$ cat config.mk
export PLATFORM = sky130hd
export DESIGN_NAME = apb_master_bridge
export DESIGN_NICKNAME = d
export VERILOG_FILES = /design/src/rtl/apb_master_pkg.sv /design/src/rtl/apb_timeout_counter.sv /design/src/rtl/apb_master_bridge.sv
export SDC_FILE = /design/constraint.sdc
export NUM_CORES = 1
export LEC_CHECK = 0
export ABC_AREA = 1
export ABC_CLOCK_PERIOD_IN_PS = 2900
export CORE_ASPECT_RATIO = 1.25
export CORE_MARGIN = 2
export CORE_UTILIZATION = 44
export DETAILED_ROUTE_END_ITERATION = 10
export PLACE_DENSITY = 0.8
export SLEW_MARGIN = 30
export SYNTH_ARGS = -nofsm -noshare
export SYNTH_HDL_FRONTEND = slang
export SYNTH_HIERARCHICAL = 1
export SYNTH_SLANG_ARGS = --single-unit
$ cat constraint.sdc
create_clock -name clk -period 2.9 [get_ports clk]
set_input_delay 0.435 -clock clk [delete_from_list [all_inputs] [get_ports clk]]
set_output_delay 0.435 -clock clk [all_outputs]
set_load 0.01 [all_outputs]
$ cat src/rtl/apb_master_pkg.sv
// Shared types and constants for the APB master bridge.
package apb_master_pkg;

  typedef enum logic [1:0] {
    IDLE   = 2'd0,
    SETUP  = 2'd1,
    ACCESS = 2'd2,
    RESP   = 2'd3
  } apb_state_e;

  localparam logic [31:0] PERIPH_START_ADDR = 32'h1A10_0000;
  localparam logic [31:0] PERIPH_END_ADDR   = 32'h1A11_7FFF;

  // True when the byte address falls inside the peripheral window (inclusive).
  function automatic logic in_periph_window(input logic [63:0] a);
    return (a >= {32'h0, PERIPH_START_ADDR}) && (a <= {32'h0, PERIPH_END_ADDR});
  endfunction

endpackage

$ cat src/rtl/apb_timeout_counter.sv
// Saturating ACCESS-phase watchdog for the APB master bridge.
module apb_timeout_counter #(
  parameter int unsigned TIMEOUT_CYCLES = 256
) (
  input  logic clk,
  input  logic rst_n,
  input  logic clear,
  input  logic enable,
  output logic expired
);

  localparam int unsigned CW = (TIMEOUT_CYCLES < 2) ? 1 : $clog2(TIMEOUT_CYCLES + 1);

  logic [CW-1:0] count;

  // Count stalled ACCESS cycles, saturating at the all-ones value.
  always_ff @(posedge clk or negedge rst_n) begin
    if (!rst_n) begin
      count <= '0;
    end else if (clear) begin
      count <= '0;
    end else if (enable && (count != '1)) begin
      count <= count + CW'(1);
    end
  end

  // Fires on the stalled cycle whose increment reaches the limit, so the
  // transfer spends exactly TIMEOUT_CYCLES cycles in ACCESS before aborting.
  always_comb begin
    expired = (TIMEOUT_CYCLES != 0) && enable &&
              ((32'(count) + 32'd1) >= TIMEOUT_CYCLES);
  end

endmodule

$ cat src/rtl/apb_master_bridge.sv
// Core request/response to APB master bridge with address window check
// and ACCESS-phase timeout.
module apb_master_bridge
  import apb_master_pkg::*;
#(
  parameter int unsigned APB_ADDR_WIDTH = 32,
  parameter int unsigned APB_DATA_WIDTH = 32,
  parameter int unsigned TIMEOUT_CYCLES = 256
) (
  input  logic                      clk,
  input  logic                      rst_n,
  // core side
  input  logic                      req,
  output logic                      gnt,
  input  logic                      we,
  input  logic [APB_ADDR_WIDTH-1:0] addr,
  input  logic [APB_DATA_WIDTH-1:0] wdata,
  output logic                      rvalid,
  output logic [APB_DATA_WIDTH-1:0] rdata,
  output logic                      err,
  // APB master side
  output logic [APB_ADDR_WIDTH-1:0] paddr,
  output logic [APB_DATA_WIDTH-1:0] pwdata,
  output logic                      pwrite,
  output logic                      psel,
  output logic                      penable,
  input  logic [APB_DATA_WIDTH-1:0] prdata,
  input  logic                      pready,
  input  logic                      pslverr
);

  apb_state_e state, state_next;
  logic       in_window;
  logic       accept;
  logic       expired;
  logic       to_clear;
  logic       to_enable;

  assign in_window = in_periph_window(64'(addr));
  assign accept    = req && (state == IDLE);
  assign to_clear  = (state == SETUP);
  assign to_enable = (state == ACCESS) && !pready;

  apb_timeout_counter #(
    .TIMEOUT_CYCLES(TIMEOUT_CYCLES)
  ) u_timeout (
    .clk    (clk),
    .rst_n  (rst_n),
    .clear  (to_clear),
    .enable (to_enable),
    .expired(expired)
  );

  // State register.
  always_ff @(posedge clk or negedge rst_n) begin
    if (!rst_n) begin
      state <= IDLE;
    end else begin
      state <= state_next;
    end
  end

  // Next-state and phase-decoded outputs; pready is checked before the
  // timeout so a same-cycle pready completes normally.
  always_comb begin
    state_next = state;
    gnt        = 1'b0;
    psel       = 1'b0;
    penable    = 1'b0;
    rvalid     = 1'b0;
    unique case (state)
      IDLE: begin
        gnt = req;
        if (req) state_next = in_window ? SETUP : RESP;
      end
      SETUP: begin
        psel       = 1'b1;
        state_next = ACCESS;
      end
      ACCESS: begin
        psel    = 1'b1;
        penable = 1'b1;
        if (pready || expired) state_next = RESP;
      end
      RESP: begin
        rvalid     = 1'b1;
        state_next = IDLE;
      end
      default: state_next = IDLE;
    endcase
  end

  // Transfer attributes latched on acceptance; response captured on completion,
  // on an out-of-window decode, or on timeout.
  always_ff @(posedge clk or negedge rst_n) begin
    if (!rst_n) begin
      paddr  <= '0;
      pwdata <= '0;
      pwrite <= 1'b0;
      rdata  <= '0;
      err    <= 1'b0;
    end else if (accept) begin
      paddr  <= addr;
      pwdata <= wdata;
      pwrite <= we;
      if (!in_window) begin
        rdata <= '0;
        err   <= 1'b1;
      end
    end else if (state == ACCESS) begin
      if (pready) begin
        rdata <= pwrite ? '0 : prdata;
        err   <= pslverr;
      end else if (expired) begin
        rdata <= '0;
        err   <= 1'b1;
      end
    end
  end

endmodule

==> results of run 1 <==
[synth_stat cells, types with 2 or more instances]
cell type and number:
sky130_fd_sc_hd__nor2_2 6, sky130_fd_sc_hd__ha_1 7, sky130_fd_sc_hd__nor2_1 52, sky130_fd_sc_hd__clkbuf_1 12, sky130_fd_sc_hd__nand3_2 32, sky130_fd_sc_hd__buf_4 4, sky130_fd_sc_hd__nand2_1 234, sky130_fd_sc_hd__nor2_4 2
sky130_fd_sc_hd__buf_6 6, sky130_fd_sc_hd__buf_2 8, sky130_fd_sc_hd__inv_1 61, sky130_fd_sc_hd__a21oi_1 9, sky130_fd_sc_hd__inv_2 5, sky130_fd_sc_hd__o21ai_0 15, sky130_fd_sc_hd__nand2_2 5, sky130_fd_sc_hd__dfrtp_1 109
sky130_fd_sc_hd__nand3_1 44
[through the flow]
stage / instances / util [%]
4_1_cts: 959 / 66.1
3_3_place_gp: 943 / 63.2
3_5_place_dp: 943 / 63.2
6_report: 959 / 66.1
5_1_grt: 959 / 66.1
2_1_floorplan: 625 / -
[sequential cells by signal (all words and copies together), names as in the netlist]
signal / flops
err: 1
paddr: 32
pwdata: 32
pwrite: 1
rdata: 32
state: 2
u_timeout/count: 9
[cell type report]
cell class | count | area, µm² | area share, %
tap | 138 | 173 | 2.26
clock buffer | 12 | 256 | 3.35
multi-input combinational | 419 | 2060 | 27.0
inverter | 67 | 251 | 3.29
sequential | 109 | 2730 | 35.7
timing repair buffer | 210 | 2090 | 27.4
clock inverter | 4 | 78.8 | 1.03
[cells by family after synthesis]
kind of cell,after synthesis
mux,1
buf+inv,97
fa+ha+maj,7
compound gates,28
simple gates,383
flops,109
[where the power goes]
group / internal [mW] / switching [mW]
sequential: 2.20 / 0.425
clock: 0.811 / 0.555
combinational: 1.72 / 1.65
total: 4.73 / 2.63
[how the worst max path moves through the flow]
stage,start,to,cells past startpoint
global placement,req,rdata[13],7
floorplan,u_timeout/count[0],err,12
global route,u_timeout/count[0],rdata[14],12
finish,u_timeout/count[0],rdata[14],12
CTS,u_timeout/count[0],rdata[1],12
detailed placement,u_timeout/count[0],rdata[1],12
[routing by layer]
layer  global-route usage (%)  share of wire, %
met2                     37.2                49
met1                     25.9                40
met3                     7.49               9.5
met5                        0                 0
met4                     7.00               2.1
==> flow_metrics.py, run 1 <==
metrics = {
    "outcome": {
        "run_status": "finished, final reports clean",
    },
    "floorplanning": {
        "initial_core_utilization_pct": 45.1,
        "core.rowCount": 44,
        "io-pin-count": 204,
        "die_width_um": 101,
        "floorplan.core_area_um2": 11600,
        "chipHeight_um": 126,
        "design.die.area_um2": 12700,
    },
    "clock_tree": {
        "cts_tree": "yes",
        "clkLatencyLatePin_ns": 0.34,
        "clkTransAtPathRegs_ns": 0.07,
        "cts.sink_count": 109,
        "cts_hold_buf": 0,
        "tritoncts.num_buffers": 9,
        "cts_repair_resize_count": 0,
        "post-cts-setup-buffers": 0,
        "clockRootBuffer": "sky130_fd_sc_hd__clkbuf_16",
        "maximum_number_of_buffers_from_clock_root_to_sink": 2,
        "htree_levels": 3,
    },
    "finish": {
        "final_design_area_no_fill_um2": 7650,
        "num-nets-final": 925,
        "final.fill_count": 920,
        "leading_cell_type_in_the_layout_fill_and_taps_excluded": "sky130_fd_sc_hd__nand2_1",
        "final_layout_size_suffix_gt1_share_pct": 9.99,
        "layout-area-overhead-vs-synth_pct": 46.7,
        "num_antenna_cells": 0,
        "layout_common_cells": "233 x sky130_fd_sc_hd__nand2_1, 202 x sky130_fd_sc_hd__clkdlybuf4s50_1, 109 x sky130_fd_sc_hd__dfrtp_1",
    },
    "synth": {
        "synth_fp_nets": 734,
        "yosys_register_bits": 109,
        "synth_fa_ha_area_share_pct": 1.68,
        "ys_dominant_reg_cell": "sky130_fd_sc_hd__dfrtp_1",
        "mappedNetlistArea_um2": 5210,
        "cell_type_with_the_largest_total_area_after_synthesis": "sky130_fd_sc_hd__dfrtp_1",
        "synth_top_cell_area_share_pct": 52.3,
        "synth_compound_area_share_pct": 2.83,
        "post_synth_and_or_nand_nor_area_fraction_pct": 34.6,
        "netlist_instances": 625,
        "synth.yosys.seq_area_share_pct": 52.3,
        "synth_edf_count": 0,
        "synthMuxAreaShare_pct": 0.192,
        "synth.area.top_cells": "sky130_fd_sc_hd__dfrtp_1 52%, sky130_fd_sc_hd__nand2_1 17%, sky130_fd_sc_hd__nand3_2 6.1%, sky130_fd_sc_hd__inv_1 4.4%, sky130_fd_sc_hd__nand3_1 4.2%",
        "synth_xor_area_share_pct": 0,
        "syn_avg_cell_area_um2": 8.34,
        "synth_top_family_by_area": "simple AND/OR/NAND/NOR gates",
        "synth-warning-count": 6,
        "postSynth.asyncResetShare_pct": 100,
        "synth.lib_cells_used.distinct": 31,
    },
    "worst_setup_path": {
        "critical_path_source_type": "register",
        "critical_path_arrival_ns": 2.80,
        "worstReg2RegStart": "u_timeout/count[0]",
        "worst-setup-path-type": "reg2reg",
        "worstPathCellList": "ha_1, nand3_1, nor4_1, ha_1, inv_1, a21oi_1, nor2_1, nor2_1, nand2_1, buf_4, nand3_1, nand2_1",
        "cpMaxStageDelayCell": "sky130_fd_sc_hd__dfrtp_1",
        "timing.critical_path.fanout_max": 33,
        "path_delay_family": "simple AND/OR/NAND/NOR gates",
        "r2r_end": "rdata[14]",
        "r2r_setup_slack_ns": 0.38,
        "worst-path-buf-inv": 2,
        "cp_slowest_stage_delay_ns": 0.44,
        "worst-r2r-cell-count": 12,
        "worst_ep_required_time_ns": 3.18,
        "setup.worst_path.end_class": "register",
    },
    "sta": {
        "finClkSkew_ns": 0.00856,
        "finalSetupViolCount": 0,
        "fin_worst_hold_slack_ns": 0.152,
        "final_hold_viols": 0,
        "slew_violations": 0,
        "fin_crit_ns": 2.52,
        "max_freq_mhz": 396,
        "max_slew.worst_pin.slew_ns": 0.734,
        "totalNegativeSetupSlack_ns": 0,
        "rsz_0062_raised_after_global_routing": "false",
        "fin_ws_ns": 0.375,
        "timing.slew.headroom_pct": 51.1,
        "timing.final.crit_share_pct": 87.1,
    },
    "min_path": {
        "hold_path_class": "in2async",
    },
    "placed_design": {
        "portBuffers": 203,
        "dpl_worst_slack_ns": 0.422,
        "placedInstanceArea_um2": 7310,
        "hpwlAfterDp_um": 10000,
        "gp_congestion": 0.796,
    },
    "pwr": {
        "power_density_nw_per_um2": 963,
        "finalPower_mw": 7.37,
        "power.leakage_nw": 3.82,
        "power.ir.vdd_worst_mv": 0.592,
    },
    "global_route": {
        "grt_overflow": 0,
        "total_grt_usage_pct": 21.9,
        "first_global_vias": 4808,
        "pin_count_of_the_biggest_net_entering_global_routing": 75,
        "antenna_violations_before_repair": 0,
        "wire_length_of_the_first_global_routing_pass_um": 22400,
    },
    "job": {
        "max_cap_viol_count": 0,
    },
    "drt": {
        "post-route-drc-count": 0,
        "first_iter_violations": 181,
        "ant_nets": 0,
        "vias_cell": 4.91,
        "detailed_route_wl_um": 13900,
        "routed_wire_length_per_instance_um": 14.5,
        "drt_pre_antenna_iters": 5,
        "routed-via-count": 4713,
    },
}
Power figures use the tool's default switching activity.
==> inputs of run 2 (changes only) <==
PLACE_DENSITY = 0.81   (was 0.8)
==> run 2 against run 1 <==
Net effect:
- non-clock buffer count unchanged
- critical path depth unchanged
- total power down 0.77%
- fmax up 1.6%
- utilization down 0.16 points
- clock power down 5%
- first-iteration DRC count up 6.6%
- die area unchanged
- clock skew about the same
- worst hold slack better by 0.051 ns
- critical endpoint is now rdata[15]
==> flow_metrics.py, run 2 (synthesized netlist as in run 1, its figures left out) <==
metrics = {
    "sta": {
        "rsz_0062_raised_after_global_routing": "false",
        "timing.final.crit_share_pct": 85.7,
        "fin_ws_ns": 0.416,
        "finalSetupViolCount": 0,
        "timing.slew.headroom_pct": 42.2,
        "slew_violations": 0,
        "max_freq_mhz": 403,
        "max_slew.worst_pin.slew_ns": 0.867,
        "fin_crit_ns": 2.48,
        "totalNegativeSetupSlack_ns": 0,
        "finClkSkew_ns": 0.00818,
        "fin_worst_hold_slack_ns": 0.203,
        "final_hold_viols": 0,
    },
    "min_path": {
        "hold_path_class": "in2async",
    },
    "worst_setup_path": {
        "cpMaxStageDelayCell": "sky130_fd_sc_hd__dfrtp_1",
        "worst_ep_required_time_ns": 3.18,
        "path_delay_family": "simple AND/OR/NAND/NOR gates",
        "worstPathCellList": "ha_1, nand3_1, nor4_1, ha_1, inv_1, a21oi_1, nor2_1, nor2_1, nand2_1, buf_4, nand3_1, nand2_1",
        "worst-path-buf-inv": 2,
        "worst-setup-path-type": "reg2reg",
        "cp_slowest_stage_delay_ns": 0.41,
        "critical_path_source_type": "register",
        "timing.critical_path.fanout_max": 33,
        "setup.worst_path.end_class": "register",
        "critical_path_arrival_ns": 2.76,
    },
    "finish": {
        "num_antenna_cells": 0,
        "layout-area-overhead-vs-synth_pct": 46.3,
        "final_layout_size_suffix_gt1_share_pct": 9.99,
        "post_layout_nonfiller_instances": 959,
        "leading_cell_type_in_the_layout_fill_and_taps_excluded": "sky130_fd_sc_hd__nand2_1",
        "largestRegisters": "paddr: 32 flops, pwdata: 32 flops, rdata: 32 flops",
        "layout.core_utilization_pct": 66.0,
        "layout_common_cells": "233 x sky130_fd_sc_hd__nand2_1, 202 x sky130_fd_sc_hd__clkdlybuf4s50_1, 109 x sky130_fd_sc_hd__dfrtp_1",
        "final_design_area_no_fill_um2": 7630,
        "num-nets-final": 925,
        "final.fill_count": 957,
    },
    "global_route": {
        "pin_count_of_the_biggest_net_entering_global_routing": 75,
        "first_global_vias": 4741,
        "wire_length_of_the_first_global_routing_pass_um": 22400,
        "total_grt_usage_pct": 22.3,
        "antenna_violations_before_repair": 0,
        "grt_overflow": 0,
    },
    "clock_tree": {
        "cts_repair_resize_count": 0,
        "tritoncts.num_buffers": 9,
        "maximum_number_of_buffers_from_clock_root_to_sink": 2,
        "cts.sink_count": 109,
        "htree_levels": 3,
        "clkTransAtPathRegs_ns": 0.07,
        "cts_hold_buf": 0,
        "clockRootBuffer": "sky130_fd_sc_hd__clkbuf_16",
        "clkLatencyLatePin_ns": 0.35,
        "post-cts-setup-buffers": 0,
        "cts_tree": "yes",
    },
    "pwr": {
        "share_comb_of_total_power_pct": 46.1,
        "sw_frac_of_total_pct": 36.0,
        "power_density_nw_per_um2": 958,
        "finalPower_mw": 7.31,
        "p_clk_share_pct": 17.8,
        "power.ir.vdd_worst_mv": 0.477,
        "cell_internal_pwr_mw": 4.68,
        "net-switching-power_mw": 2.63,
        "power.leakage_nw": 3.80,
        "power.share.sequential_pct": 36.0,
    },
    "drt": {
        "routed_wire_length_per_instance_um": 14.5,
        "post-route-drc-count": 0,
        "first_iter_violations": 193,
        "detailed_route_wl_um": 13900,
        "ant_nets": 0,
        "vias_cell": 4.92,
        "routed-via-count": 4723,
        "drt_pre_antenna_iters": 4,
    },
    "outcome": {
        "run_status": "finished, final reports clean",
    },
    "placed_design": {
        "portBuffers": 203,
        "dpl_worst_slack_ns": 0.406,
        "dpl.cell_count": 943,
        "gp_congestion": 0.799,
        "placedInstanceArea_um2": 7310,
        "hpwlAfterDp_um": 10200,
    },
    "floorplanning": {
        "floorplan.core_area_um2": 11600,
        "initial_core_utilization_pct": 45.1,
        "design.die.area_um2": 12700,
        "die_width_um": 101,
        "core.rowCount": 44,
        "chipHeight_um": 126,
        "io-pin-count": 204,
    },
    "job": {
        "max_cap_viol_count": 0,
    },
}
run 2: cell types whose count changed in the layout (fill, tap and decap cells not counted):
cell and change:
sky130_fd_sc_hd__clkinv_2 +1, sky130_fd_sc_hd__clkinvlp_4 +2, sky130_fd_sc_hd__clkbuf_8 -2, sky130_fd_sc_hd__inv_8 -1
run 2: worst paths after layout:
check / slack [ns] / to / startpoint / depth (start not counted)
setup / recovery: 0.42 / rdata[15] / u_timeout/count[0] / 12
hold / removal: 0.20 / rdata[21] / rst_n / 1
setup reg to reg: 0.42 / rdata[15] / u_timeout/count[0] / 12
hold reg to reg: 0.48 / pwdata[27] / pwdata[27] / 2
max in group asynchronous: 1.98 / pwdata[18] / rst_n / 2
min in group clk: 0.48 / pwdata[27] / pwdata[27] / 2
run 2: area by class of cell:
cell class              count  area [µm²]  share of cell area [%]
inverters                  67         251                    3.30
well taps                 138         173                    2.26
multi-input cells         419        2060                    27.1
clock inverters             6        87.6                    1.15
repair buffers            210        2090                    27.5
flip-flops and latches    109        2730                    35.8
clock buffers              10         229                    3.00
run 2: metal layers:
metal | part of all wire [%] | track usage [%] | up-vias
li1 | - | - | 2302
met1 | 40 | 27.0 | 2226
met2 | 51 | 37.7 | 176
met3 | 6.8 | 5.66 | 19
met4 | 1.7 | 8.51 | 0
met5 | 0 | 0 | -
run 2: power groups by stage:
stage / Sequential (mW) / Combinational [mW] / Clock (mW)
6_report: 2.63 / 3.37 / 1.30
5_1_grt: 2.71 / 3.69 / 1.39
4_1_cts: 2.64 / 3.42 / 1.33
3_5_place_dp: 2.65 / 3.40 / 0
3_3_place_gp: 2.62 / 3.29 / 0
2_1_floorplan: 2.89 / 1.26 / 0
run 2: worst reg2reg max path, delay by kind of cell (launching register included):
kind / cells / cell delay (ns)
buf+inv: 2 / 0.40
compound gates: 1 / 0.07
flops: 1 / 0.41
simple gates: 7 / 1.06
fa+ha+maj: 2 / 0.49
==> inputs of run 3 (changes only) <==
ABC_CLOCK_PERIOD_IN_PS = 2000   (was 2900)
CAP_MARGIN = 15   (was unset)
CORE_UTILIZATION = 40   (was 44)
GPL_ROUTABILITY_DRIVEN = 1   (was unset)
PLACE_DENSITY = 0.77   (was 0.81)
clock period = 2 ns   (was 2.9 ns; I/O delays follow)
==> run 3 against run 2 <==
Net effect:
- the flow now finishes with violations (setup timing)
- first-iteration DRC count is 9.8% higher
- sequential share of layout area is 2.7 points lower
- flip-flop and latch count stayed put
- critical path depth is 1 higher
- worst hold slack better by 0.27 ns
- clock skew is 0.0011 ns lower
- global-route usage is 0.42 points lower
- sequential power is 43% higher
- final area is 8.2% higher
- critical endpoint is now rdata[30]
==> flow_metrics.py, run 3 (synthesized netlist as in run 1, its figures left out) <==
metrics = {
    "global_route": {
        "total_grt_usage_pct": 21.8,
        "grt_overflow": 0,
        "pin_count_of_the_biggest_net_entering_global_routing": 75,
        "wire_length_of_the_first_global_routing_pass_um": 24300,
        "first_global_vias": 4858,
        "antenna_violations_before_repair": 0,
    },
    "pwr": {
        "power.leakage_nw": 4.09,
        "power.ir.vdd_worst_mv": 0.704,
        "power_density_nw_per_um2": 1370,
    },
    "clock_tree": {
        "maximum_number_of_buffers_from_clock_root_to_sink": 2,
        "cts.sink_count": 109,
        "htree_levels": 3,
        "clockRootBuffer": "sky130_fd_sc_hd__clkbuf_16",
        "cts_tree": "yes",
        "tritoncts.num_buffers": 9,
        "clkLatencyLatePin_ns": 0.35,
        "clkTransAtPathRegs_ns": 0.08,
    },
    "worst_setup_path": {
        "worstReg2RegStart": "u_timeout/count[0]",
        "cpMaxStageDelayCell": "sky130_fd_sc_hd__dfrtp_1",
        "timing.critical_path.fanout_max": 8,
        "worstPathCellList": "ha_4, nand3_4, nor4_2, ha_1, inv_2, a21oi_2, nor2_2, buf_4, nor2_4, nand2_4, bufbuf_16, nand3_1, nand2_1",
        "worst_ep_required_time_ns": 2.24,
        "path_delay_family": "simple AND/OR/NAND/NOR gates",
        "r2r_setup_slack_ns": -0.16,
        "critical_path_source_type": "register",
        "worst-setup-path-type": "reg2reg",
        "cp_slowest_stage_delay_ns": 0.41,
        "setup.worst_path.end_class": "register",
        "worst-path-buf-inv": 3,
        "r2r_end": "rdata[30]",
        "worst-r2r-cell-count": 13,
        "critical_path_arrival_ns": 2.40,
    },
    "outcome": {
        "run_status": "complete, but fails checks",
        "violations": "setup timing",
    },
    "sta": {
        "max_slew.worst_pin.slew_ns": 0.521,
        "finalSetupViolCount": 33,
        "timing.slew.headroom_pct": 65.3,
        "timing.final.crit_share_pct": 108,
        "slew_violations": 0,
        "finClkSkew_ns": 0.00704,
        "fin_ws_ns": -0.157,
        "rsz_0062_raised_after_global_routing": "true",
        "final_hold_viols": 0,
        "max_freq_mhz": 464,
        "fin_crit_ns": 2.16,
    },
    "floorplanning": {
        "io-pin-count": 204,
        "core.rowCount": 46,
        "die_width_um": 106,
        "design.die.area_um2": 14000,
        "initial_core_utilization_pct": 41.0,
        "chipHeight_um": 132,
        "floorplan.core_area_um2": 12700,
    },
    "finish": {
        "num-nets-final": 960,
        "largestRegisters": "paddr: 32 flops, pwdata: 32 flops, rdata: 32 flops",
        "layout-area-overhead-vs-synth_pct": 58.3,
        "num_antenna_cells": 0,
        "final_layout_size_suffix_gt1_share_pct": 15.3,
        "layout_common_cells": "231 x sky130_fd_sc_hd__nand2_1, 199 x sky130_fd_sc_hd__clkdlybuf4s50_1, 109 x sky130_fd_sc_hd__dfrtp_1",
        "final_design_area_no_fill_um2": 8250,
        "layout.core_utilization_pct": 64.9,
        "leading_cell_type_in_the_layout_fill_and_taps_excluded": "sky130_fd_sc_hd__nand2_1",
    },
    "drt": {
        "vias_cell": 4.72,
        "first_iter_violations": 212,
        "detailed_route_wl_um": 15100,
        "routed_wire_length_per_instance_um": 14.8,
        "routed-via-count": 4835,
        "drt_pre_antenna_iters": 4,
        "post-route-drc-count": 0,
        "ant_nets": 0,
    },
    "placed_design": {
        "portBuffers": 203,
        "placedInstanceArea_um2": 7580,
        "gp_congestion": 0.811,
        "hpwlAfterDp_um": 9960,
    },
    "job": {
        "max_cap_viol_count": 0,
    },
    "min_path": {
        "hold_path_class": "in2async",
    },
}
## run 3: changes by cell type in the layout (fill, tap and decap cells not counted), sizes merged
cell and change:
clkbuf +2, clkinvlp -1, bufbuf +2, dlygate4sd2 +3, inv +1, bufinv -1, dlygate4sd3 +1, buf +31
clkdlybuf4s50 -3
## run 3: power breakdown
group / switching (mW) / internal (mW) / leakage [nW] / total (mW)
clock: 0.823 / 0.976 / 0.136 / 1.80
combinational: 2.66 / 3.08 / 2.55 / 5.74
sequential: 0.575 / 3.19 / 1.40 / 3.77
total: 4.06 / 7.25 / 4.09 / 11.3
## run 3: cell type report
type	instances	area, µm²
Sequential cell	109	2730
Clock inverter	5	58.8
Clock buffer	11	233
Inverter	67	251
Timing Repair Buffer	245	2620
Tap cell	168	210
Multi-Input combinational cell	419	2150
Fill cell	1061	4470
## run 3: repair_timing
item,CTS,global route
setup endpoints to repair,37,35
hold endpoints to repair,35,0
pin swaps,4,14
gates cloned,6,1
resized for setup,21,11
hold buffers,1,0
buffers inserted,8,5
## run 3: metrics by stage
stage | total power [mW] | worst slack (ns) | hold WS [ns] | setup TNS [ns] | instances
global route | 12.1 | -0.249 | 0.482 | -6.45 | 1024
finish | 11.3 | -0.157 | 0.476 | -3.84 | 1024
CTS | 11.3 | -0.0728 | 0.467 | -1.85 | 1019
floorplan | 6.02 | -0.0426 | 0.00441 | -0.852 | 625
global placement | 8.85 | 0.0104 | 0.316 | 0 | 989
detailed placement | 8.95 | -0.0379 | 0.308 | -0.191 | 989
## run 3: how the worst max path moves through the flow
stage                       start        end  slack, ns  cells past startpoint
2_1_floorplan  u_timeout/count[0]        err      -0.04                     12
4_1_cts        u_timeout/count[0]   rdata[1]      -0.07                     12
3_5_place_dp   u_timeout/count[0]   rdata[0]      -0.04                     12
3_3_place_gp   u_timeout/count[0]  rdata[30]       0.01                     12
5_1_grt        u_timeout/count[0]  rdata[27]      -0.25                     13
6_report       u_timeout/count[0]  rdata[30]      -0.16                     13
## run 3: layer usage
metal | global-route usage [%] | vias to the layer above | wire length [µm]
met2 | 37.4 | 187 | 7880
met4 | 7.31 | 0 | 197
met1 | 26.7 | 2253 | 5880
met3 | 5.26 | 16 | 1160
li1 | - | 2379 | -
met5 | 0 | - | 0
